===== src/rtl/wall_pkg.sv =====
// Shared types and constants for the scrolling-wall sequencer.
// Optional feature macro SCORE_EN is consumed by wall_seq_ctrl.
package wall_pkg;

  localparam int WALL_W   = 4;
  localparam int SCREEN_W = 160;
  localparam int SCREEN_H = 120;
  localparam int HOLE_H   = 50;

  localparam int COL_W = $clog2(WALL_W);
  localparam int ROW_W = $clog2(SCREEN_H);

  localparam logic [7:0] WALL_START  = 8'd160;
  localparam logic [6:0] HOLE_Y_RST  = 7'd35;
  localparam logic [6:0] HOLE_Y_MAX  = 7'(SCREEN_H - HOLE_H);
  localparam logic [2:0] WALL_COLOUR = 3'b010;
  localparam logic [2:0] BG_COLOUR   = 3'b000;

  typedef enum logic [2:0] {
    S_IDLE      = 3'd0,
    S_RESET_POS = 3'd1,
    S_LATCH     = 3'd2,
    S_ERASE     = 3'd3,
    S_UPDATE    = 3'd4,
    S_DRAW      = 3'd5,
    S_WAIT_TICK = 3'd6
  } wall_state_e;

  typedef enum logic [1:0] {
    CMD_HOLD      = 2'd0,
    CMD_UPDATE    = 2'd1,
    CMD_RESET_POS = 2'd2
  } wall_cmd_e;

  // Keeps the whole hole inside the visible rows.
  function automatic logic [6:0] clamp_hole(input logic [6:0] y);
    return (y > HOLE_Y_MAX) ? HOLE_Y_MAX : y;
  endfunction

endpackage


===== src/rtl/wall_scan_counter.sv =====
// Column-inner / row-outer pixel counter covering one WALL_W x SCREEN_H wall slice.
module wall_scan_counter
  import wall_pkg::*;
(
  input  logic             clk_i,
  input  logic             rst_i,
  input  logic             clear_i,
  input  logic             adv_i,
  output logic [COL_W-1:0] col_o,
  output logic [ROW_W-1:0] row_o,
  output logic             done_o
);

  localparam logic [COL_W-1:0] COL_LAST = COL_W'(WALL_W - 1);
  localparam logic [ROW_W-1:0] ROW_LAST = ROW_W'(SCREEN_H - 1);

  logic [COL_W-1:0] col_q, col_d;
  logic [ROW_W-1:0] row_q, row_d;

  assign done_o = (col_q == COL_LAST) && (row_q == ROW_LAST);
  assign col_o  = col_q;
  assign row_o  = row_q;

  always_comb begin
    col_d = col_q;
    row_d = row_q;
    if (clear_i) begin
      col_d = '0;
      row_d = '0;
    end else if (adv_i) begin
      if (col_q == COL_LAST) begin
        col_d = '0;
        row_d = done_o ? '0 : row_q + 1'b1;
      end else begin
        col_d = col_q + 1'b1;
      end
    end
  end

  always_ff @(posedge clk_i or posedge rst_i) begin
    if (rst_i) begin
      col_q <= '0;
      row_q <= '0;
    end else begin
      col_q <= col_d;
      row_q <= row_d;
    end
  end

endmodule


===== src/rtl/wall_seq_ctrl.sv =====
// Per-frame erase / advance / redraw sequencer for the scrolling wall.
// Define SCORE_EN to add the wrap-counting score output.
module wall_seq_ctrl
  import wall_pkg::*;
(
  input  logic        clk,
  input  logic        reset,
  input  logic        start,
  input  logic        game_over,
  input  logic        frame_tick,
  input  logic [7:0]  wall_x_in,
  input  logic [6:0]  hole_y_in,
  output logic [1:0]  wall_cmd,
  output logic        vga_req,
  input  logic        vga_gnt,
  output logic [7:0]  plot_x,
  output logic [6:0]  plot_y,
  output logic [2:0]  colour,
  output logic        busy,
  output logic        frame_overrun,
  output logic [6:0]  hole_y,
`ifdef SCORE_EN
  output logic [7:0]  score,
`endif
  output wall_state_e state_dbg
);

  wall_state_e state_q, state_d;
  wall_cmd_e   cmd;
  logic [6:0]  hole_y_q, hole_y_d;
  logic        overrun_q, overrun_d;

  logic             scanning;
  logic             on_screen;
  logic             in_hole;
  logic             scan_adv;
  logic             scan_done;
  logic             pass_done;
  logic [COL_W-1:0] scan_col;
  logic [ROW_W-1:0] scan_row;
  logic [8:0]       px_sum;
  logic [7:0]       row_ext;
  logic [7:0]       hole_lo;
  logic [7:0]       hole_hi;

  wall_scan_counter u_scan (
    .clk_i   (clk),
    .rst_i   (reset),
    .clear_i (!scanning),
    .adv_i   (scan_adv),
    .col_o   (scan_col),
    .row_o   (scan_row),
    .done_o  (scan_done)
  );

  // Columns are summed in 9 bits so a wall near the right edge is clipped, not wrapped.
  assign scanning  = (state_q == S_ERASE) || (state_q == S_DRAW);
  assign px_sum    = {1'b0, wall_x_in} + 9'(scan_col);
  assign on_screen = (px_sum < 9'(SCREEN_W));
  assign scan_adv  = scanning && (!on_screen || vga_gnt);
  assign pass_done = scan_adv && scan_done;

  assign row_ext = 8'(scan_row);
  assign hole_lo = {1'b0, hole_y_q};
  assign hole_hi = hole_lo + 8'(HOLE_H);
  assign in_hole = (row_ext >= hole_lo) && (row_ext < hole_hi);

  always_comb begin
    state_d = state_q;
    cmd     = CMD_HOLD;
    unique case (state_q)
      S_IDLE:      if (start) state_d = S_RESET_POS;
      S_RESET_POS: begin
        cmd     = CMD_RESET_POS;
        state_d = S_LATCH;
      end
      S_LATCH:     state_d = S_DRAW;
      S_ERASE:     if (pass_done) state_d = S_UPDATE;
      S_UPDATE:    begin
        cmd     = CMD_UPDATE;
        state_d = S_LATCH;
      end
      S_DRAW:      if (pass_done) state_d = S_WAIT_TICK;
      S_WAIT_TICK: begin
        if (game_over)       state_d = S_IDLE;
        else if (frame_tick) state_d = S_ERASE;
      end
      default:     state_d = S_IDLE;
    endcase
  end

  // Plot outputs are functions of the held counter, so they stay put until the grant.
  always_comb begin
    vga_req = scanning && on_screen;
    plot_x  = scanning ? px_sum[7:0] : 8'd0;
    plot_y  = scanning ? scan_row : 7'd0;
    colour  = BG_COLOUR;
    if (state_q == S_DRAW && !in_hole) colour = WALL_COLOUR;
  end

  always_comb begin
    hole_y_d  = hole_y_q;
    overrun_d = overrun_q;
    if (state_q == S_LATCH && wall_x_in == WALL_START) hole_y_d = clamp_hole(hole_y_in);
    if (frame_tick && state_q != S_WAIT_TICK) overrun_d = 1'b1;
  end

  always_ff @(posedge clk or posedge reset) begin
    if (reset) begin
      state_q   <= S_IDLE;
      hole_y_q  <= HOLE_Y_RST;
      overrun_q <= 1'b0;
    end else begin
      state_q   <= state_d;
      hole_y_q  <= hole_y_d;
      overrun_q <= overrun_d;
    end
  end

`ifdef SCORE_EN
  logic [7:0] score_q, score_d;
  logic       from_upd_q;

  // Only a wrap reached through UPDATE scores; the start-of-game latch does not.
  always_comb begin
    score_d = score_q;
    if (state_q == S_RESET_POS) begin
      score_d = 8'd0;
    end else if (state_q == S_LATCH && from_upd_q && wall_x_in == WALL_START &&
                 score_q != 8'hFF) begin
      score_d = score_q + 8'd1;
    end
  end

  always_ff @(posedge clk or posedge reset) begin
    if (reset) begin
      score_q    <= 8'd0;
      from_upd_q <= 1'b0;
    end else begin
      score_q    <= score_d;
      from_upd_q <= (state_q == S_UPDATE);
    end
  end

  assign score = score_q;
`endif

  assign wall_cmd      = cmd;
  assign busy          = (state_q != S_IDLE) && (state_q != S_WAIT_TICK);
  assign frame_overrun = overrun_q;
  assign hole_y        = hole_y_q;
  assign state_dbg     = state_q;

endmodule


===== config.mk =====
export PLATFORM = sky130hd
export DESIGN_NAME = wall_seq_ctrl
export DESIGN_NICKNAME = d
export VERILOG_FILES = /design/src/rtl/wall_pkg.sv /design/src/rtl/wall_scan_counter.sv /design/src/rtl/wall_seq_ctrl.sv
export SDC_FILE = /design/constraint.sdc
export NUM_CORES = 1
export LEC_CHECK = 0
export ABC_AREA = 1
export ABC_CLOCK_PERIOD_IN_PS = 3050
export BUFFER_PORTS_ARGS = -buffer_cell sky130_fd_sc_hd__buf_2
export CAP_MARGIN = 10
export CORE_AREA = 2 2 90 49
export DETAILED_ROUTE_END_ITERATION = 12
export DIE_AREA = 0 0 92 51
export PLACE_DENSITY = 0.77
export SKIP_LAST_GASP = 1
export SYNTH_ARGS = -nofsm -noshare
export SYNTH_HDL_FRONTEND = slang
export SYNTH_HIERARCHICAL = 1
export SYNTH_SLANG_ARGS = --single-unit

===== constraint.sdc =====
create_clock -name clk -period 3.05 [get_ports clk]
set_clock_uncertainty 0.15 [all_clocks]
set_input_delay 0.4575 -clock clk [delete_from_list [all_inputs] [get_ports clk]]
set_output_delay 0.4575 -clock clk [all_outputs]
set_load 0.02 [all_outputs]

==> impl_metrics.env, run 1 <==
export IMPL_drt_total_wl_um=4590
export IMPL_cp_required_ps=2440
export IMPL_grt_pass1_vias=1625
export IMPL_post_cts_resized=0
export IMPL_syn2layout_area_growth_pct=20.6
export IMPL_avgSynthCellArea_um2=6.80
export IMPL_synth_edff_count=0
export IMPL_num_rows=17
export IMPL_die_h_um=51
export IMPL_cts_hold_buffers_added=0
export IMPL_final_common_cell="inv_1"
export IMPL_num_antenna_cells=0
export IMPL_io_pins=54
export IMPL_timing_max_cap_violations=0
export IMPL_rsz0062_at_grt="false"
export IMPL_crit_fanout=5
export IMPL_ys_warnings_count=6
export IMPL_synth_flop_cell="dfrtp_1"
export IMPL_post_cts_buffers=0
export IMPL_clk_path_buf_depth=2
export IMPL_ys_ff_latch=20
export IMPL_grt_pass1_wl_um=7470
export IMPL_timing_rr_start="u_scan/col_o[0]"
export IMPL_cts_num_sinks=20
export IMPL_final_nets=367
export IMPL_finalSetupViolations=0
export IMPL_viasPerCell=4.94
export IMPL_cts_made_buffers=3
export IMPL_syn_instance_count=273
export IMPL_die_w_um=92
export IMPL_root_buffer="clkbuf_8"
export IMPL_max_freq_mhz=347
export IMPL_seq_area_frac_synth=0.272
export IMPL_crit_path_end_kind="primary output"
export IMPL_clk_pin_slew_ps=80
export IMPL_drv_slew=0
export IMPL_path_class="register to primary output"
export IMPL_io_buffers=51
export IMPL_start_util=0.459
export IMPL_setup_slack_ps=172
export IMPL_ant_nets=0
export IMPL_fin_crit_ps=2880
export IMPL_power_density_nw_per_um2=540
export IMPL_hp_class="primary input to async pin"
export IMPL_synthDistinctLibCells=34
export IMPL_clk_latency_ps=270
export IMPL_gp_congestion=0.858
export IMPL_p_leak_uw=0.00128
export IMPL_finalPower_uw=1210
export IMPL_h_tree_depth=1
export IMPL_crit_start="hole_y[1]"
export IMPL_syn_area_um2=1860
export IMPL_grt_max_degree=20
export IMPL_dp_cells=379
export IMPL_first_pass_iters=5
export IMPL_cts_tree="done"
export IMPL_drtIter0Drc=201
export IMPL_final_cell_mix="inv_1, nand2_1, buf_2"
export IMPL_grt_overflow=0
export IMPL_dieArea_um2=4690
export IMPL_post_route_period_util=0.944
export IMPL_drive_above_1_share=0.242
export IMPL_gr_usage_all_layers=0.201
export IMPL_cp_arrival_ps=2270
export IMPL_route_detailed_wl_per_inst_um=12.0
export IMPL_antenna_found_initial=0
export IMPL_fin_util=0.554
export IMPL_hpwlAfterDp_um=3740
export IMPL_synthArstFlopShare=1.00
export IMPL_final_cells=383
export IMPL_coreArea_um2=4040
export IMPL_critPathLaunchType="register"
export IMPL_drc=0
export IMPL_finalSetupTns_ps=0
export IMPL_hold_violations=0
export IMPL_pre_cts_slack_ps=283
export IMPL_vias=1892
export IMPL_vdd_drop_max_mv=0.218
export IMPL_outcome="finished, final reports clean"
==> worst max-delay path: stages (launching register included) <==
cell and delay [ps]:
dfstp_2 580, ha_1 220, a21oi_1 130, xor2_1 160, ha_1 300, a21oi_1 120
o21ai_0 90, nand3b_1 160, nand2_1 70, inv_1 30, buf_2 140
==> flip-flops by register name, summed over array words and instances, names as in the netlist <==
| name | flops |
|---|---|
| state_dbg | 3 |
| u_scan/row_o | 7 |
| hole_y | 7 |
| u_scan/col_o | 2 |
| frame_overrun | 1 |
==> cells in the mapped netlist, types with 3 or more instances <==
| master | n | area (um^2) |
|---|---|---|
| nor2_1 | 31 | 116 |
| o21ai_0 | 14 | 70.1 |
| dfstp_2 | 3 | 78.8 |
| nand4_1 | 8 | 50.1 |
| inv_2 | 3 | 11.3 |
| nor3_1 | 3 | 15.0 |
| nand2_1 | 53 | 199 |
| nand3_1 | 13 | 65.1 |
| nand2_2 | 6 | 37.5 |
| inv_1 | 56 | 210 |
| a21oi_1 | 14 | 70.1 |
| dfrtp_1 | 17 | 425 |
| xor2_1 | 5 | 43.8 |
| ha_1 | 18 | 225 |
==> stage by stage <==
step,hold WS (ps),instance area (um^2)
2_1_floorplan,135,1860
3_3_place_gp,299,2170
3_5_place_dp,296,2170
4_1_cts,21.2,2240
5_1_grt,44.8,2240
6_report,23.0,2240
==> where the power goes <==
| group | total [uW] | switching [uW] | internal [uW] |
|---|---|---|---|
| Sequential | 340 | 42.9 | 298 |
| Combinational | 597 | 408 | 188 |
| Clock | 272 | 96.4 | 175 |
| Total | 1210 | 548 | 661 |
==> logic make-up (layout without fill, tap and decap cells) <==
family | count (synthesis) | count (layout) | share of synthesized area
compound gates | 36 | 36 | 0.110
xor+xnor | 7 | 7 | 0.0330
fa+ha+maj | 19 | 19 | 0.132
buf+inv | 63 | 115 | 0.132
flops | 20 | 20 | 0.272
other cells | 1 | 2 | 0.00202
simple gates | 127 | 127 | 0.319
==> worst paths after layout <==
| path | end | slack [ps] | cells past startpoint |
|---|---|---|---|
| hold reg to reg | frame_overrun | 310 | 1 |
| setup / recovery | colour[1] | 170 | 10 |
| hold / removal | u_scan/row_o[5] | 20 | 2 |
| setup reg to reg | u_scan/row_o[4] | 400 | 18 |
| max in group asynchronous | hole_y[0] | 2320 | 2 |
| min in group clk | frame_overrun | 260 | 2 |
==> per-layer routing <==
metal	wire length, um	GRT usage
met5	0	0
met4	15	0.0373
met1	2400	0.313
met3	328	0.0369
met2	1840	0.287
==> area by class of cell <==
type                            instances  area (um^2)
Sequential cell                        20          504
Clock buffer                            3         41.3
Timing Repair Buffer                   51          255
Fill cell                             398         1800
Clock inverter                          1         30.0
Multi-Input combinational cell        191         1110
Tap cell                               57         71.3
Inverter                               60          225
Note: power is estimated with default switching activity, not from simulation.
==> run 2, diff against run 1 <==
Settings changed: MAX_ROUTING_LAYER from default to met4.
==> run 2 against run 1 <==
  * Worst setup slack got worse by 2.1 ps
  * Clock power about the same
  * Via count about the same
  * Final cell count unchanged
  * Largest cell class unchanged
==> impl_metrics.env, run 2 (synthesis gave the netlist of run 1 again) <==
export IMPL_drtIter0Drc=201
export IMPL_power_density_nw_per_um2=540
export IMPL_grt_pass1_vias=1624
export IMPL_cp_arrival_ps=2270
export IMPL_outcome="finished, final reports clean"
export IMPL_hpwlAfterDp_um=3740
export IMPL_r2r_cells=18
export IMPL_vias=1893
export IMPL_drc=0
export IMPL_gp_congestion=0.872
export IMPL_wl_met2_um=1830
export IMPL_grt_pass1_wl_um=7480
export IMPL_p_leak_uw=0.00128
export IMPL_cts_made_buffers=3
export IMPL_ant_nets=0
export IMPL_timing_rr_end="u_scan/row_o[4]"
export IMPL_clk_latency_ps=270
export IMPL_root_buffer="clkbuf_8"
export IMPL_syn2layout_area_growth_pct=20.6
export IMPL_clk_pin_slew_ps=90
export IMPL_gr_usage_all_layers=0.206
export IMPL_timing_max_cap_violations=0
export IMPL_critPathSlowestCell="dfstp_2"
export IMPL_h_tree_depth=1
export IMPL_met1_length_um=2400
export IMPL_num_antenna_cells=0
export IMPL_crit_path_end_kind="primary output"
export IMPL_drt_total_wl_um=4590
export IMPL_grt_overflow=0
export IMPL_path_class="register to primary output"
export IMPL_post_cts_buffers=0
export IMPL_cp_slowest_stage_delay_ps=580
export IMPL_setup_slack_ps=170
export IMPL_final_common_cell="inv_1"
export IMPL_cp_required_ps=2440
export IMPL_switching_share=0.453
export IMPL_crit_start="hole_y[1]"
export IMPL_final_cell_mix="inv_1, nand2_1, buf_2"
export IMPL_critPathLaunchType="register"
export IMPL_post_route_period_util=0.944
export IMPL_antenna_found_initial=0
export IMPL_final_nets=367
export IMPL_vdd_drop_max_mv=0.218
export IMPL_die_w_um=92
export IMPL_num_rows=17
export IMPL_post_cts_resized=0
export IMPL_max_freq_mhz=347
export IMPL_worstSetupEndpoint="colour[1]"
export IMPL_finalSetupTns_ps=0
export IMPL_path_cells="ha_1, a21oi_1, xor2_1, ha_1, a21oi_1, o21ai_0, nand3b_1, nand2_1, inv_1, buf_2"
export IMPL_intPower_uw=661
export IMPL_pwr_share_comb=0.493
export IMPL_power_switching_uw=548
export IMPL_io_pins=54
export IMPL_route_met3_wl_um=333
export IMPL_crit_fanout=5
export IMPL_pre_cts_slack_ps=283
export IMPL_drive_above_1_share=0.242
export IMPL_finalPower_uw=1210
export IMPL_die_h_um=51
export IMPL_dieArea_um2=4690
export IMPL_route_detailed_wl_per_inst_um=12.0
export IMPL_timing_rr_start="u_scan/col_o[0]"
export IMPL_coreArea_um2=4040
export IMPL_cts_hold_buffers_added=0
export IMPL_viasPerCell=4.94
export IMPL_hold_violations=0
export IMPL_clk_path_buf_depth=2
export IMPL_finalSetupViolations=0
export IMPL_clock_power_share=0.225
export IMPL_io_buffers=51
export IMPL_start_util=0.459
export IMPL_cts_num_sinks=20
export IMPL_seq_power_share=0.282
export IMPL_cts_tree="done"
export IMPL_drv_slew=0
export IMPL_first_pass_iters=5
export IMPL_reg2reg_slack_ps=400
export IMPL_hp_class="primary input to async pin"
export IMPL_routed_top_layer="met4"
export IMPL_rsz0062_at_grt="false"
export IMPL_fin_crit_ps=2880
export IMPL_grt_max_degree=20
-- run 2: metal layers --
metal  track usage  vias to the layer above
met5             -                        -
met4        0.0373                        0
met3        0.0369                        7
met2         0.287                       77
met1         0.313                      848
li1              -                      961
-- run 2: layout make-up --
cell class,count,area (um^2)
Clock buffer,3,41.3
Clock inverter,1,30.0
Fill cell,398,1800
Inverter,60,225
Multi-Input combinational cell,191,1110
Sequential cell,20,504
Tap cell,57,71.3
Timing Repair Buffer,51,255
-- run 2: per-stage QoR --
stage / instance area (um^2) / std cells / utilization / hold slack, ps
floorplan: 1860 / 274 / - / 135
global placement: 2170 / 379 / 0.536 / 299
detailed placement: 2170 / 379 / 0.536 / 296
CTS: 2240 / 383 / 0.554 / 21.2
global route: 2240 / 383 / 0.554 / 44.8
finish: 2240 / 383 / 0.554 / 22.1
-- run 2: worst min path at each step --
stage	startpoint	endpoint	slack, ps	cells past startpoint
floorplan	reset	u_scan/col_o[0]	140	1
global placement	frame_overrun	frame_overrun	300	1
detailed placement	frame_overrun	frame_overrun	300	1
CTS	reset	u_scan/row_o[5]	20	2
global route	reset	u_scan/row_o[5]	40	2
finish	reset	u_scan/row_o[5]	20	2
-- run 2: worst max-delay path, delay by kind of cell, from the launching register on --
family,cells,cell delay (ps)
AO/OA/AOI/OAI,3,350
XOR/XNOR,1,160
adder cells (fa/ha/maj),2,520
buffers and inverters,2,170
flip-flops,1,580
AND/OR/NAND/NOR,2,230
-- run 2: power groups by stage --
| stage | Clock, uW | Sequential, uW | Combinational, uW |
|---|---|---|---|
| 2_1_floorplan | 0 | 370 | 395 |
| 3_3_place_gp | 0 | 344 | 579 |
| 3_5_place_dp | 0 | 345 | 593 |
| 4_1_cts | 280 | 340 | 595 |
| 5_1_grt | 285 | 347 | 657 |
| 6_report | 272 | 340 | 596 |
==> run 3, diff against run 2 <==
==> constraint.sdc (replaced) <==
create_clock -name clk -period 3.05 [get_ports clk]
set_clock_uncertainty 0.15 [all_clocks]
set_input_delay 0.305 -clock clk [delete_from_list [all_inputs] [get_ports clk]]
set_output_delay 0.305 -clock clk [all_outputs]
set_load 0.02 [all_outputs]
==> run 3 against run 2 <==
  * Sequential share of layout area fell by 0.10 points
  * Clock power about the same
  * Combinational power barely moved
  * Count of clock-buffer cells in the layout unchanged
  * Largest cell class unchanged
  * Largest power group unchanged
  * Worst setup slack better by 130 ps
  * Cell area up 0.45%
  * Maximum frequency grew 4.7%
  * Critical endpoint unchanged
  * Worst hold slack improved by 91 ps
  * Critical path depth stayed put
==> impl_metrics.env, run 3 (synthesis gave the netlist of run 1 again) <==
export IMPL_final_common_cell="inv_1"
export IMPL_reg2reg_slack_ps=400
export IMPL_r2r_cells=18
export IMPL_die_w_um=92
export IMPL_power_density_nw_per_um2=535
export IMPL_cp_arrival_ps=2300
export IMPL_cts_hold_buffers_added=1
export IMPL_antenna_found_initial=0
export IMPL_cts_made_buffers=3
export IMPL_crit_path_end_kind="primary output"
export IMPL_drive_above_1_share=0.242
export IMPL_timing_rr_start="u_scan/col_o[0]"
export IMPL_cp_slowest_stage_delay_ps=580
export IMPL_critPathLaunchType="register"
export IMPL_p_leak_uw=0.00129
export IMPL_die_h_um=51
export IMPL_coreArea_um2=4040
export IMPL_num_antenna_cells=0
export IMPL_vias=1849
export IMPL_max_freq_mhz=364
export IMPL_grt_overflow=0
export IMPL_crit_cells=10
export IMPL_io_pins=54
export IMPL_timing_max_cap_violations=0
export IMPL_timing_hold_ws_ps=113
export IMPL_viasPerCell=4.82
export IMPL_route_detailed_wl_per_inst_um=12.0
export IMPL_fin_area_um2=2250
export IMPL_clk_pin_slew_ps=80
export IMPL_root_buffer="clkbuf_8"
export IMPL_post_cts_buffers=0
export IMPL_dieArea_um2=4690
export IMPL_drtIter0Drc=154
export IMPL_hpwlAfterDp_um=3800
export IMPL_hold_violations=0
export IMPL_gr_usage_all_layers=0.214
export IMPL_io_buffers=51
export IMPL_cp_num_buf_inv=2
export IMPL_gp_congestion=0.848
export IMPL_h_tree_depth=1
export IMPL_clk_latency_ps=260
export IMPL_final_cell_mix="inv_1, nand2_1, buf_2"
export IMPL_n_fill_cell=402
export IMPL_num_rows=17
export IMPL_cp_required_ps=2590
export IMPL_ant_nets=0
export IMPL_start_util=0.459
export IMPL_critPathSlowestCell="dfstp_2"
export IMPL_crit_family="flip-flops"
export IMPL_post_cts_resized=0
export IMPL_clk_path_buf_depth=2
export IMPL_drt_total_wl_um=4620
export IMPL_post_route_period_util=0.902
export IMPL_cts_num_sinks=20
export IMPL_hp_class="primary input to register"
export IMPL_rsz0062_at_grt="false"
export IMPL_crit_start="hole_y[1]"
export IMPL_finalSetupViolations=0
export IMPL_outcome="finished, final reports clean"
export IMPL_grt_pass1_vias=1637
export IMPL_vdd_drop_max_mv=0.228
export IMPL_grt_max_degree=20
export IMPL_drv_slew=0
export IMPL_first_pass_iters=4
export IMPL_drc=0
export IMPL_fin_crit_ps=2750
export IMPL_path_class="register to primary output"
export IMPL_crit_fanout=5
export IMPL_path_cells="ha_1, a21oi_1, xor2_1, ha_1, a21oi_1, o21ai_0, nand3b_1, nand2_1, inv_1, buf_2"
export IMPL_grt_pass1_wl_um=7560
export IMPL_cts_tree="done"
export IMPL_syn2layout_area_growth_pct=21.1
export IMPL_worstSetupEndpoint="colour[1]"
export IMPL_timing_rr_end="u_scan/row_o[3]"
export IMPL_final_nets=368
export IMPL_finalSetupTns_ps=0
export IMPL_dpl_instance_area_um2=2170
-- run 3: changes by cell type in the layout (fill, tap and decap cells not counted), sizes merged --
cell / before / now
dlygate4sd3: 0 / 1
-- run 3: worst min-delay path by stage --
stage | start | to | slack, ps | depth (start not counted)
6_report | frame_tick | frame_overrun | 110 | 2
5_1_grt | frame_tick | frame_overrun | 120 | 2
4_1_cts | frame_tick | frame_overrun | 120 | 2
3_5_place_dp | reset | u_scan/row_o[3] | 160 | 2
3_3_place_gp | reset | u_scan/row_o[4] | 160 | 2
2_1_floorplan | reset | u_scan/col_o[0] | -20 | 1
-- run 3: layout make-up --
cell class / instances / area [um^2] / share of cell area
Multi-Input combinational cell: 191 / 1110 / 0.494
Sequential cell: 20 / 504 / 0.224
Timing Repair Buffer: 52 / 265 / 0.118
Inverter: 60 / 225 / 0.100
Tap cell: 57 / 71.3 / 0.0317
Clock buffer: 3 / 41.3 / 0.0184
Clock inverter: 1 / 30.0 / 0.0134
-- run 3: stage by stage --
step / std cells / total power (uW) / utilization / worst slack, ps
floorplan: 274 / 765 / - / 711
global placement: 379 / 921 / 0.536 / 561
detailed placement: 379 / 933 / 0.536 / 434
finish: 384 / 1200 / 0.556 / 299
global route: 384 / 1300 / 0.556 / 129
CTS: 384 / 1200 / 0.556 / 304
-- run 3: where the power goes --
group          total, uW  switching, uW  internal, uW
registers            339           41.7           298
clock network        270           94.4           175
logic                594            405           189
-- run 3: metal layers --
metal  up-vias  track usage  wire (um)
met5         -            -          0
met2        64        0.304       1840
met4         0       0.0448         19
met1       815        0.312       2400
met3         2       0.0472        362
li1        968            -          -
